## src/rtl/vga_timing_gen.sv

```systemverilog
// Parametrised VGA raster timing generator with a pixel-latency-matched output stage.
// Optional macro VGA_TESTPAT_EN adds a testpat input that swaps pixel_in for 8 vertical colour bars.

module vga_timing_gen #(
  parameter int H_ACTIVE = 640,
  parameter int H_FP     = 16,
  parameter int H_SYNC   = 96,
  parameter int H_BP     = 48,
  parameter int V_ACTIVE = 480,
  parameter int V_FP     = 10,
  parameter int V_SYNC   = 2,
  parameter int V_BP     = 33,
  parameter bit H_POL    = 1'b0,
  parameter bit V_POL    = 1'b0,
  parameter int R_BITS   = 3,
  parameter int G_BITS   = 3,
  parameter int B_BITS   = 2,
  parameter int PIX_LAT  = 1
) (
  input  logic                              CLK25MHz,
  input  logic                              RST,
  input  logic                              EN,
`ifdef VGA_TESTPAT_EN
  input  logic                              testpat,
`endif
  input  logic [R_BITS+G_BITS+B_BITS-1:0]   pixel_in,
  output logic [10:0]                       XCoord,
  output logic [10:0]                       YCoord,
  output logic                              req_active,
  output logic                              Hsync,
  output logic                              Vsync,
  output logic                              de,
  output logic [R_BITS-1:0]                 R,
  output logic [G_BITS-1:0]                 G,
  output logic [B_BITS-1:0]                 B,
  output logic                              frame_start,
  output logic                              line_start
);

  localparam int PW      = R_BITS + G_BITS + B_BITS;
  localparam int H_TOTAL = H_ACTIVE + H_FP + H_SYNC + H_BP;
  localparam int V_TOTAL = V_ACTIVE + V_FP + V_SYNC + V_BP;

  // 12-bit thresholds so a sync edge landing exactly on 2048 still compares correctly
  localparam logic [11:0] H_ACT_T  = 12'(H_ACTIVE);
  localparam logic [11:0] HS_BEG_T = 12'(H_ACTIVE + H_FP);
  localparam logic [11:0] HS_END_T = 12'(H_ACTIVE + H_FP + H_SYNC);
  localparam logic [11:0] V_ACT_T  = 12'(V_ACTIVE);
  localparam logic [11:0] VS_BEG_T = 12'(V_ACTIVE + V_FP);
  localparam logic [11:0] VS_END_T = 12'(V_ACTIVE + V_FP + V_SYNC);
  localparam logic [10:0] H_LAST   = 11'(H_TOTAL - 1);
  localparam logic [10:0] V_LAST   = 11'(V_TOTAL - 1);

  typedef struct packed {
    logic        act;
    logic        hs;
    logic        vs;
`ifdef VGA_TESTPAT_EN
    logic [10:0] x;
`endif
  } stage_t;

  logic [10:0]   hcnt;
  logic [10:0]   vcnt;
  logic          hs_raw;
  logic          vs_raw;
  stage_t        raw_stage;
  stage_t        load_stage;
  logic [PW-1:0] colour;

  always_ff @(posedge CLK25MHz) begin
    if (RST) begin
      hcnt <= '0;
      vcnt <= '0;
    end else if (EN) begin
      if (hcnt == H_LAST) begin
        hcnt <= '0;
        vcnt <= (vcnt == V_LAST) ? '0 : vcnt + 11'd1;
      end else begin
        hcnt <= hcnt + 11'd1;
      end
    end
  end

  assign XCoord      = hcnt;
  assign YCoord      = vcnt;
  assign req_active  = ({1'b0, hcnt} < H_ACT_T) && ({1'b0, vcnt} < V_ACT_T);
  assign hs_raw      = ({1'b0, hcnt} >= HS_BEG_T) && ({1'b0, hcnt} < HS_END_T);
  assign vs_raw      = ({1'b0, vcnt} >= VS_BEG_T) && ({1'b0, vcnt} < VS_END_T);
  assign frame_start = EN && (hcnt == 11'd0) && (vcnt == 11'd0);
  assign line_start  = EN && (hcnt == 11'd0);

  always_comb begin
    raw_stage     = '0;
    raw_stage.act = req_active;
    raw_stage.hs  = hs_raw;
    raw_stage.vs  = vs_raw;
`ifdef VGA_TESTPAT_EN
    raw_stage.x   = hcnt;
`endif
  end

  // PIX_LAT stages here plus the output register give the full PIX_LAT+1 alignment
  generate
    if (PIX_LAT == 0) begin : g_no_delay
      assign load_stage = raw_stage;
    end else begin : g_delay
      stage_t pipe [PIX_LAT];

      always_ff @(posedge CLK25MHz) begin
        if (RST) begin
          for (int i = 0; i < PIX_LAT; i++) pipe[i] <= '0;
        end else if (EN) begin
          pipe[0] <= raw_stage;
          for (int i = 1; i < PIX_LAT; i++) pipe[i] <= pipe[i-1];
        end
      end

      assign load_stage = pipe[PIX_LAT-1];
    end
  endgenerate

`ifdef VGA_TESTPAT_EN
  localparam int          BAR_W   = (H_ACTIVE / 8 > 0) ? H_ACTIVE / 8 : 1;
  localparam logic [10:0] BAR_W_C = 11'(BAR_W);

  logic [10:0] bar_q;
  logic [2:0]  bar;

  always_comb begin
    bar_q  = load_stage.x / BAR_W_C;
    bar    = (bar_q < 11'd7) ? bar_q[2:0] : 3'd7;
    colour = pixel_in;
    if (testpat) begin
      colour = {{R_BITS{bar[2]}}, {G_BITS{bar[1]}}, {B_BITS{bar[0]}}};
    end
  end
`else
  always_comb begin
    colour = pixel_in;
  end
`endif

  // Output register: sync polarity applied here so Hsync/Vsync come straight off flops
  always_ff @(posedge CLK25MHz) begin
    if (RST) begin
      Hsync     <= ~H_POL;
      Vsync     <= ~V_POL;
      de        <= 1'b0;
      {R, G, B} <= '0;
    end else if (EN) begin
      Hsync     <= load_stage.hs ? H_POL : ~H_POL;
      Vsync     <= load_stage.vs ? V_POL : ~V_POL;
      de        <= load_stage.act;
      {R, G, B} <= load_stage.act ? colour : '0;
    end
  end

endmodule
```

## config.mk

```make
export PLATFORM = sky130hd
export DESIGN_NAME = vga_timing_gen
export DESIGN_NICKNAME = d
export VERILOG_FILES = /design/src/rtl/vga_timing_gen.sv
export SDC_FILE = /design/constraint.sdc
export NUM_CORES = 1
export LEC_CHECK = 0
export BUFFER_PORTS_ARGS = -buffer_cell sky130_fd_sc_hd__buf_2
export CAP_MARGIN = 25
export CORE_MARGIN = 4
export CORE_UTILIZATION = 51
export CTS_CLUSTER_DIAMETER = 50
export DETAILED_ROUTE_END_ITERATION = 8
export GPL_TIMING_DRIVEN = 0
export PLACE_DENSITY = 0.89
export SYNTH_ARGS = -nofsm -noshare
export SYNTH_HDL_FRONTEND = slang
export SYNTH_SLANG_ARGS = --single-unit
```

## constraint.sdc

```tcl
create_clock -name CLK25MHz -period 2.1 [get_ports CLK25MHz]
set_input_delay 0.105 -clock CLK25MHz [delete_from_list [all_inputs] [get_ports CLK25MHz]]
set_output_delay 0.105 -clock CLK25MHz [all_outputs]
set_load 0.03 [all_outputs]
```

==> results of run 1 <==
through the flow:
stage                     area, µm²  total power, mW  TNS [ps]
after CTS                      2170             1.33         0
after detailed placement       2030            0.844         0
after floorplan                1750            0.804         0
after global placement         2030            0.840         0
after global routing           2180             1.37     -13.5
final                          2180             1.33         0
metal layers:
metal  global-route usage (%)  up-vias
met5                        0        -
met4                     6.85        0
met1                     26.9      812
met2                     34.7       69
met3                     5.27        7
li1                         -      840
cell families (layout without fill, tap and decap cells):
family,after synthesis,in the layout
AO/OA/AOI/OAI,29,29
XOR/XNOR,12,12
adder cells (fa/ha/maj),4,4
buffers and inverters,19,78
flip-flops,36,36
multiplexers,1,1
AND/OR/NAND/NOR,96,96
final timing paths:
| path | startpoint | endpoint | slack (ps) | cells past startpoint |
|---|---|---|---|---|
| max | XCoord[5] | YCoord[7] | 130 | 5 |
| min | pixel_in[5] | R[0] | 6 | 3 |
| min reg2reg | Vsync | Vsync | 500 | 2 |
| max reg2reg | XCoord[5] | YCoord[7] | 130 | 5 |
layout make-up:
type | instances | area (µm²) | area share [%]
Timing Repair Buffer | 53 | 298 | 13.6
Tap cell | 44 | 55.1 | 2.52
Buffer | 10 | 47.5 | 2.18
Sequential cell | 36 | 751 | 34.4
Clock inverter | 3 | 42.5 | 1.95
Multi-Input combinational cell | 142 | 926 | 42.4
Clock buffer | 5 | 37.5 | 1.72
Inverter | 7 | 26.3 | 1.20
where the power goes:
group / switching (mW) / internal [mW]
Clock: 0.237 / 0.248
Combinational: 0.0799 / 0.0455
Sequential: 0.00868 / 0.706
Total: 0.325 / 1.00
synth_stat cells (6+ instances only):
master,number
nand3_1,12
nor2_1,17
a22oi_1,8
xor2_1,8
nor3_1,15
dfxtp_1,33
and4_1,6
nand4_1,6
clkbuf_1,9
nand2_1,12
a21oi_1,10
inv_1,7
nor4_1,6
layout by cell type (no fill, tap or decap), types with 3 or more instances in the layout:
cell            n
buf_2          48
dfxtp_1        33
nor2_1         17
nor3_1         14
nand3_1        12
nand2_1        12
a21oi_1        10
xor2_1          8
a22oi_1         8
inv_1           7
clkbuf_1        7
nand4_1         6
dlygate4sd3_1   6
nor4_1          5
and4_1          5
clkbuf_4        5
or3_1           4
o21ai_0         4
xnor2_1         4
ha_1            4
and4b_1         3
nand2b_1        3
edfxtp_1        3
sequential cells by signal (all words and copies together) (netlist names):
signal / cells
G: 3
g_delay.pipe: 3
B: 2
de: 1
YCoord: 11
Hsync: 1
Vsync: 1
R: 3
XCoord: 11
repair_timing:
item | CTS | global route
endpoints found under the hold margin | 6 | 0
buffers inserted | 0 | 1
hold buffers | 6 | 0
resized for setup | 0 | 3
setup endpoints to repair | 0 | 9
worst register-to-register path, delay by kind of cell, from the launching register on:
| family | cells | cell delay (ps) |
|---|---|---|
| and+or+nand+nor | 3 | 1220 |
| DFF | 1 | 400 |
| AOI/OAI and AO/OA | 1 | 150 |
| buffers and inverters | 1 | 140 |
==> impl_metrics.csv, run 1 <==
group,metric,value,unit
drt,avgViaCountPerCell,5.76,
grt,grt_max_degree,13,
synth,synth.yosys.warnings,0,
clock_tree,clk_pin_slew_worst_paths,110,ps
clock_tree,cts-root-to-sink-buffers,2,
synth,synthesis.area_per_instance,8.83,µm²
run_status,outcome,"complete, no violations",
hold_path,hold_path.class,"in -> reg",
synth,synth_compound_area_share,10.7,%
synth,yosys.area_share.adder,2.88,%
drt,num_vias,1728,
synth,synth-edff-count,3,
sta,grt_setup_unrepaired,"true",
synth,netlist_instances,197,
place,routability_driven_placement_congestion_ratio,0.889,
place,place_inst,287,
grt,grt_antenna_before_repair,0,
critical_path,worst-endpoint-arrival,2260,ps
critical_path,worst_path_largest_cell_delay,460,ps
critical_path,crit_path_top_delay_cell,"or4b_1",
clock_tree,tritoncts_clock_tree,"yes",
drt,first_pass_iters,4,
grt,grt.total_usage,21.1,%
run,cap_viol_max_count,0,
critical_path,timing_worst_setup_path_type,"reg -> reg",
place,detailedPlace.worstSlack,49.7,ps
sta,finalHoldViolCount,0,
floorplanning,initial_core_util,55.2,%
place,port_buffers,46,
critical_path,setup.worst_path.start_class,"register",
sta,holdWs,6.19,ps
drt,m1WireLength,1830,µm
drt,wl,4540,µm
finish,drive_above_1_share,25.4,%
finish,fin_nets,270,
power,ir_drop,0.294,mV
finish,synthToLayoutAreaGrowth,25.5,%
critical_path,cp_top_family,"simple AND/OR/NAND/NOR gates",
floorplanning,io_pins,47,
power,p_leak,0.904,nW
sta,setup_viol,0,
sta,timing.clock.skew,10.3,ps
synth,syn-cell-area,0.00174,mm²
synth,synth_fp_nets,212,
power,power_density,607,mW/mm²
critical_path,peak_fanout_along_the_critical_path,8,
critical_path,critPathCaptureType,"register",
finish,fillers,272,
floorplanning,total_die_area,0.00441,mm²
critical_path,cp.buffers_inverters,1,
floorplanning,dieHeight,66.4,µm
clock_tree,cts-buffers-inserted,5,
sta,timing.max_slew.rel_slack,63.0,%
drt,highest-signal-layer,"met4",
synth,yosysTopAreaCellShare,38.0,%
synth,synthMuxAreaShare,0.576,%
clock_tree,cts_root_buf,"clkbuf_4",
drt,wl_met2,2340,µm
clock_tree,worstSkewPairLatency,350,ps
sta,final_max_slew_viol_count,0,
clock_tree,clkSinkCount,36,
grt,first_global_vias,1540,
drt,route.detailed.wl_per_inst,15.1,µm
synth,synth_top_family_by_area,"simple AND/OR/NAND/NOR gates",
floorplanning,std_cell_core_area,0.00315,mm²
finish,finalNonFillerCells,300,
place,detailedPlacementHpwl,3130,µm
synth,ys.flop_type,"dfxtp_1",
grt,grt_pass1_wl,7070,µm
synth,netlist_top_cells_area,"dfxtp_1, edfxtp_1, nor3_1",
sta,post-route-min-period,1970,ps
synth,synth-simple-area-share,31.9,%
clock_tree,cts_max_level,2,
finish,final_core_utilization,69.2,%
synth,yosys.cell_types.count,36,
sta,worst_slack_setup_final,132,ps
drt,wl_met3,300,µm
drt,drt_first_iter_violations,169,
synth,postSynthRegisterBits,36,
synth,share_of_flip_flops_with_an_asynchronous_set_or_reset,0,%
sta,fmax,508,MHz
drt,drc_errors,0,
finish,n_antenna_cell,0,
sta,worstMarginPinSlew,552,ps
synth,netlist.top_cell.by_area,"dfxtp_1",
floorplanning,die_width,66.4,µm
drt,drt.antenna.violating_nets,0,
critical_path,cp_cell_sequence,"or3_1 > buf_6 > nor4_4 > or4b_1 > a21oi_1",
synth,synth_sequential_area_ratio,43.2,%
sta,post-route-period-util,93.7,%
synth,yosys.area_share.xor_xnor,6.04,%
grt,global_route.overflow_total,0,
floorplanning,rows,20,
critical_path,required_arrival_time_at_the_worst_endpoint,2390,ps
Note: power is estimated with default switching activity, not from simulation.
==> run 2: changes to the inputs <==
--- a/config.mk
+++ b/config.mk
@@ -13,6 +13,7 @@
 export DETAILED_ROUTE_END_ITERATION = 8
 export GPL_TIMING_DRIVEN = 0
 export PLACE_DENSITY = 0.89
+export SETUP_SLACK_MARGIN = 0.4
 export SYNTH_ARGS = -nofsm -noshare
 export SYNTH_HDL_FRONTEND = slang
 export SYNTH_SLANG_ARGS = --single-unit
==> impl_metrics.csv, run 2 (synthesized netlist as in run 1, its figures left out) <==
group,metric,value,unit
run_status,outcome,"complete, but fails checks",
run_status,failed_checks,"negative hold slack",
sta,post-route-period-util,90.8,%
finish,multi_input_comb_area,0.00115,mm²
grt,first_global_vias,1815,
finish,commonest_non_fill_non_tap_cell_in_the_layout,"buf_2",
drt,avgViaCountPerCell,6.14,
finish,n_antenna_cell,0,
grt,global_route.overflow_total,0,
floorplanning,io_pins,47,
floorplanning,total_die_area,0.00441,mm²
finish,highest_count_cells_in_the_layout_ignoring_fill_and_taps,"buf_2, buf_4, dfxtp_1",
drt,num_vias,2021,
finish,register_area,783,µm²
clock_tree,clkSinkCount,36,
power,p_leak,1.11,nW
sta,final_max_slew_viol_count,0,
sta,grt_setup_unrepaired,"true",
floorplanning,std_cell_core_area,0.00315,mm²
floorplanning,rows,20,
drt,first_pass_iters,5,
clock_tree,cts-root-to-sink-buffers,2,
drt,drt_first_iter_violations,205,
critical_path,cp_cell_sequence,"buf_8 > buf_4 > nand4b_1 > buf_6 > nor4_4 > or4b_4 > a21oi_2",
sta,timing.max_slew.rel_slack,51.7,%
clock_tree,cts_root_buf,"clkbuf_4",
sta,fin_setup_tns,0,ps
clock_tree,clk_pin_slew_worst_paths,140,ps
sta,finalHoldViolCount,2,
sta,timing.clock.skew,15.8,ps
critical_path,peak_fanout_along_the_critical_path,4,
grt,grt_pass1_wl,8220,µm
grt,grt_max_degree,13,
clock_tree,worstSkewPairLatency,370,ps
clock_tree,cts_max_level,2,
floorplanning,dieHeight,66.4,µm
sta,holdWs,-14.9,ps
place,port_buffers,46,
sta,post-route-min-period,1910,ps
clock_tree,cts-buffers-inserted,5,
finish,final_core_utilization,86.8,%
power,power.total,1.40,mW
grt,grt_antenna_before_repair,0,
drt,drc_errors,0,
hold_path,hold_path.class,"in -> reg",
place,routability_driven_placement_congestion_ratio,0.869,
drt,drt.antenna.violating_nets,0,
critical_path,setup.worst_path.start_class,"register",
power,ir_drop,0.585,mV
sta,setup_viol,0,
grt,grt.total_usage,24.8,%
drt,route.detailed.wl_per_inst,20.1,µm
sta,fmax,525,MHz
place,detailedPlacementHpwl,3190,µm
critical_path,worst-endpoint-arrival,2200,ps
critical_path,worst_path_largest_cell_delay,500,ps
drt,wl,6600,µm
run,cap_viol_max_count,0,
finish,fin_nets,299,
floorplanning,initial_core_util,55.2,%
clock_tree,tritoncts_clock_tree,"yes",
critical_path,critPathCaptureType,"register",
critical_path,crit_path_top_delay_cell,"or4b_4",
power,power_density,510,mW/mm²
finish,drive_above_1_share,47.7,%
floorplanning,die_width,66.4,µm
finish,synthToLayoutAreaGrowth,57.4,%
finish,fillers,159,
sta,worstMarginPinSlew,724,ps
critical_path,timing_worst_setup_path_type,"reg -> reg",
critical_path,required_arrival_time_at_the_worst_endpoint,2400,ps
[run 2: cell count changes in the layout (fill, tap and decap cells not counted), sizes merged]
cell         delta
dlygate4sd3     -1
buf            +29
clkbuf          +1
[run 2: layout make-up]
cell class | instances | area share (%)
clock inverter | 3 | 1.55
tap | 44 | 2.01
timing repair buffer | 80 | 20.0
inverter | 7 | 0.960
buffer | 12 | 3.29
clock buffer | 5 | 1.37
sequential | 36 | 28.6
multi-input combinational | 142 | 42.2
[run 2: metrics by stage]
| step | cells | area [µm²] | worst slack, ps |
|---|---|---|---|
| 2_1_floorplan | 197 | 1790 | 290 |
| 3_3_place_gp | 287 | 2070 | 162 |
| 3_5_place_dp | 287 | 2070 | 178 |
| 4_1_cts | 313 | 2350 | 289 |
| 5_1_grt | 329 | 2740 | 112 |
| 6_report | 329 | 2740 | 194 |
[run 2: layer usage]
layer / GRT usage [%] / routed length, µm
met1: 28.0 / 2520
met2: 43.0 / 3280
met3: 5.44 / 586
met4: 12.9 / 218
met5: 0 / 0
[run 2: worst paths after layout]
path | slack, ps | endpoint | from | cells past startpoint
hold reg to reg | 500 | Hsync | Hsync | 2
hold / removal | -10 | B[1] | pixel_in[1] | 3
setup reg to reg | 190 | YCoord[7] | XCoord[4] | 7
setup / recovery | 190 | YCoord[7] | XCoord[4] | 7
[run 2: timing repair]
action,in CTS,in global routing
gates resized for setup,10,61
gates cloned,0,0
hold buffers,5,0
pin swaps,6,25
endpoints found under the hold margin,5,0
buffers inserted,13,16
setup endpoints to repair,12,19
[run 2: critical path, delay by kind of cell, from the launching register on]
kind	cells	cell delay [ps]
buf+inv	3	400
flops	1	380
simple gates	3	910
compound gates	1	150
[run 2: power by group]
| part | internal (mW) | leakage (nW) | total, mW | switching [mW] |
|---|---|---|---|---|
| clock network | 0.248 | 0.0412 | 0.524 | 0.276 |
| registers | 0.700 | 0.308 | 0.711 | 0.0110 |
| logic | 0.0652 | 0.761 | 0.162 | 0.0966 |
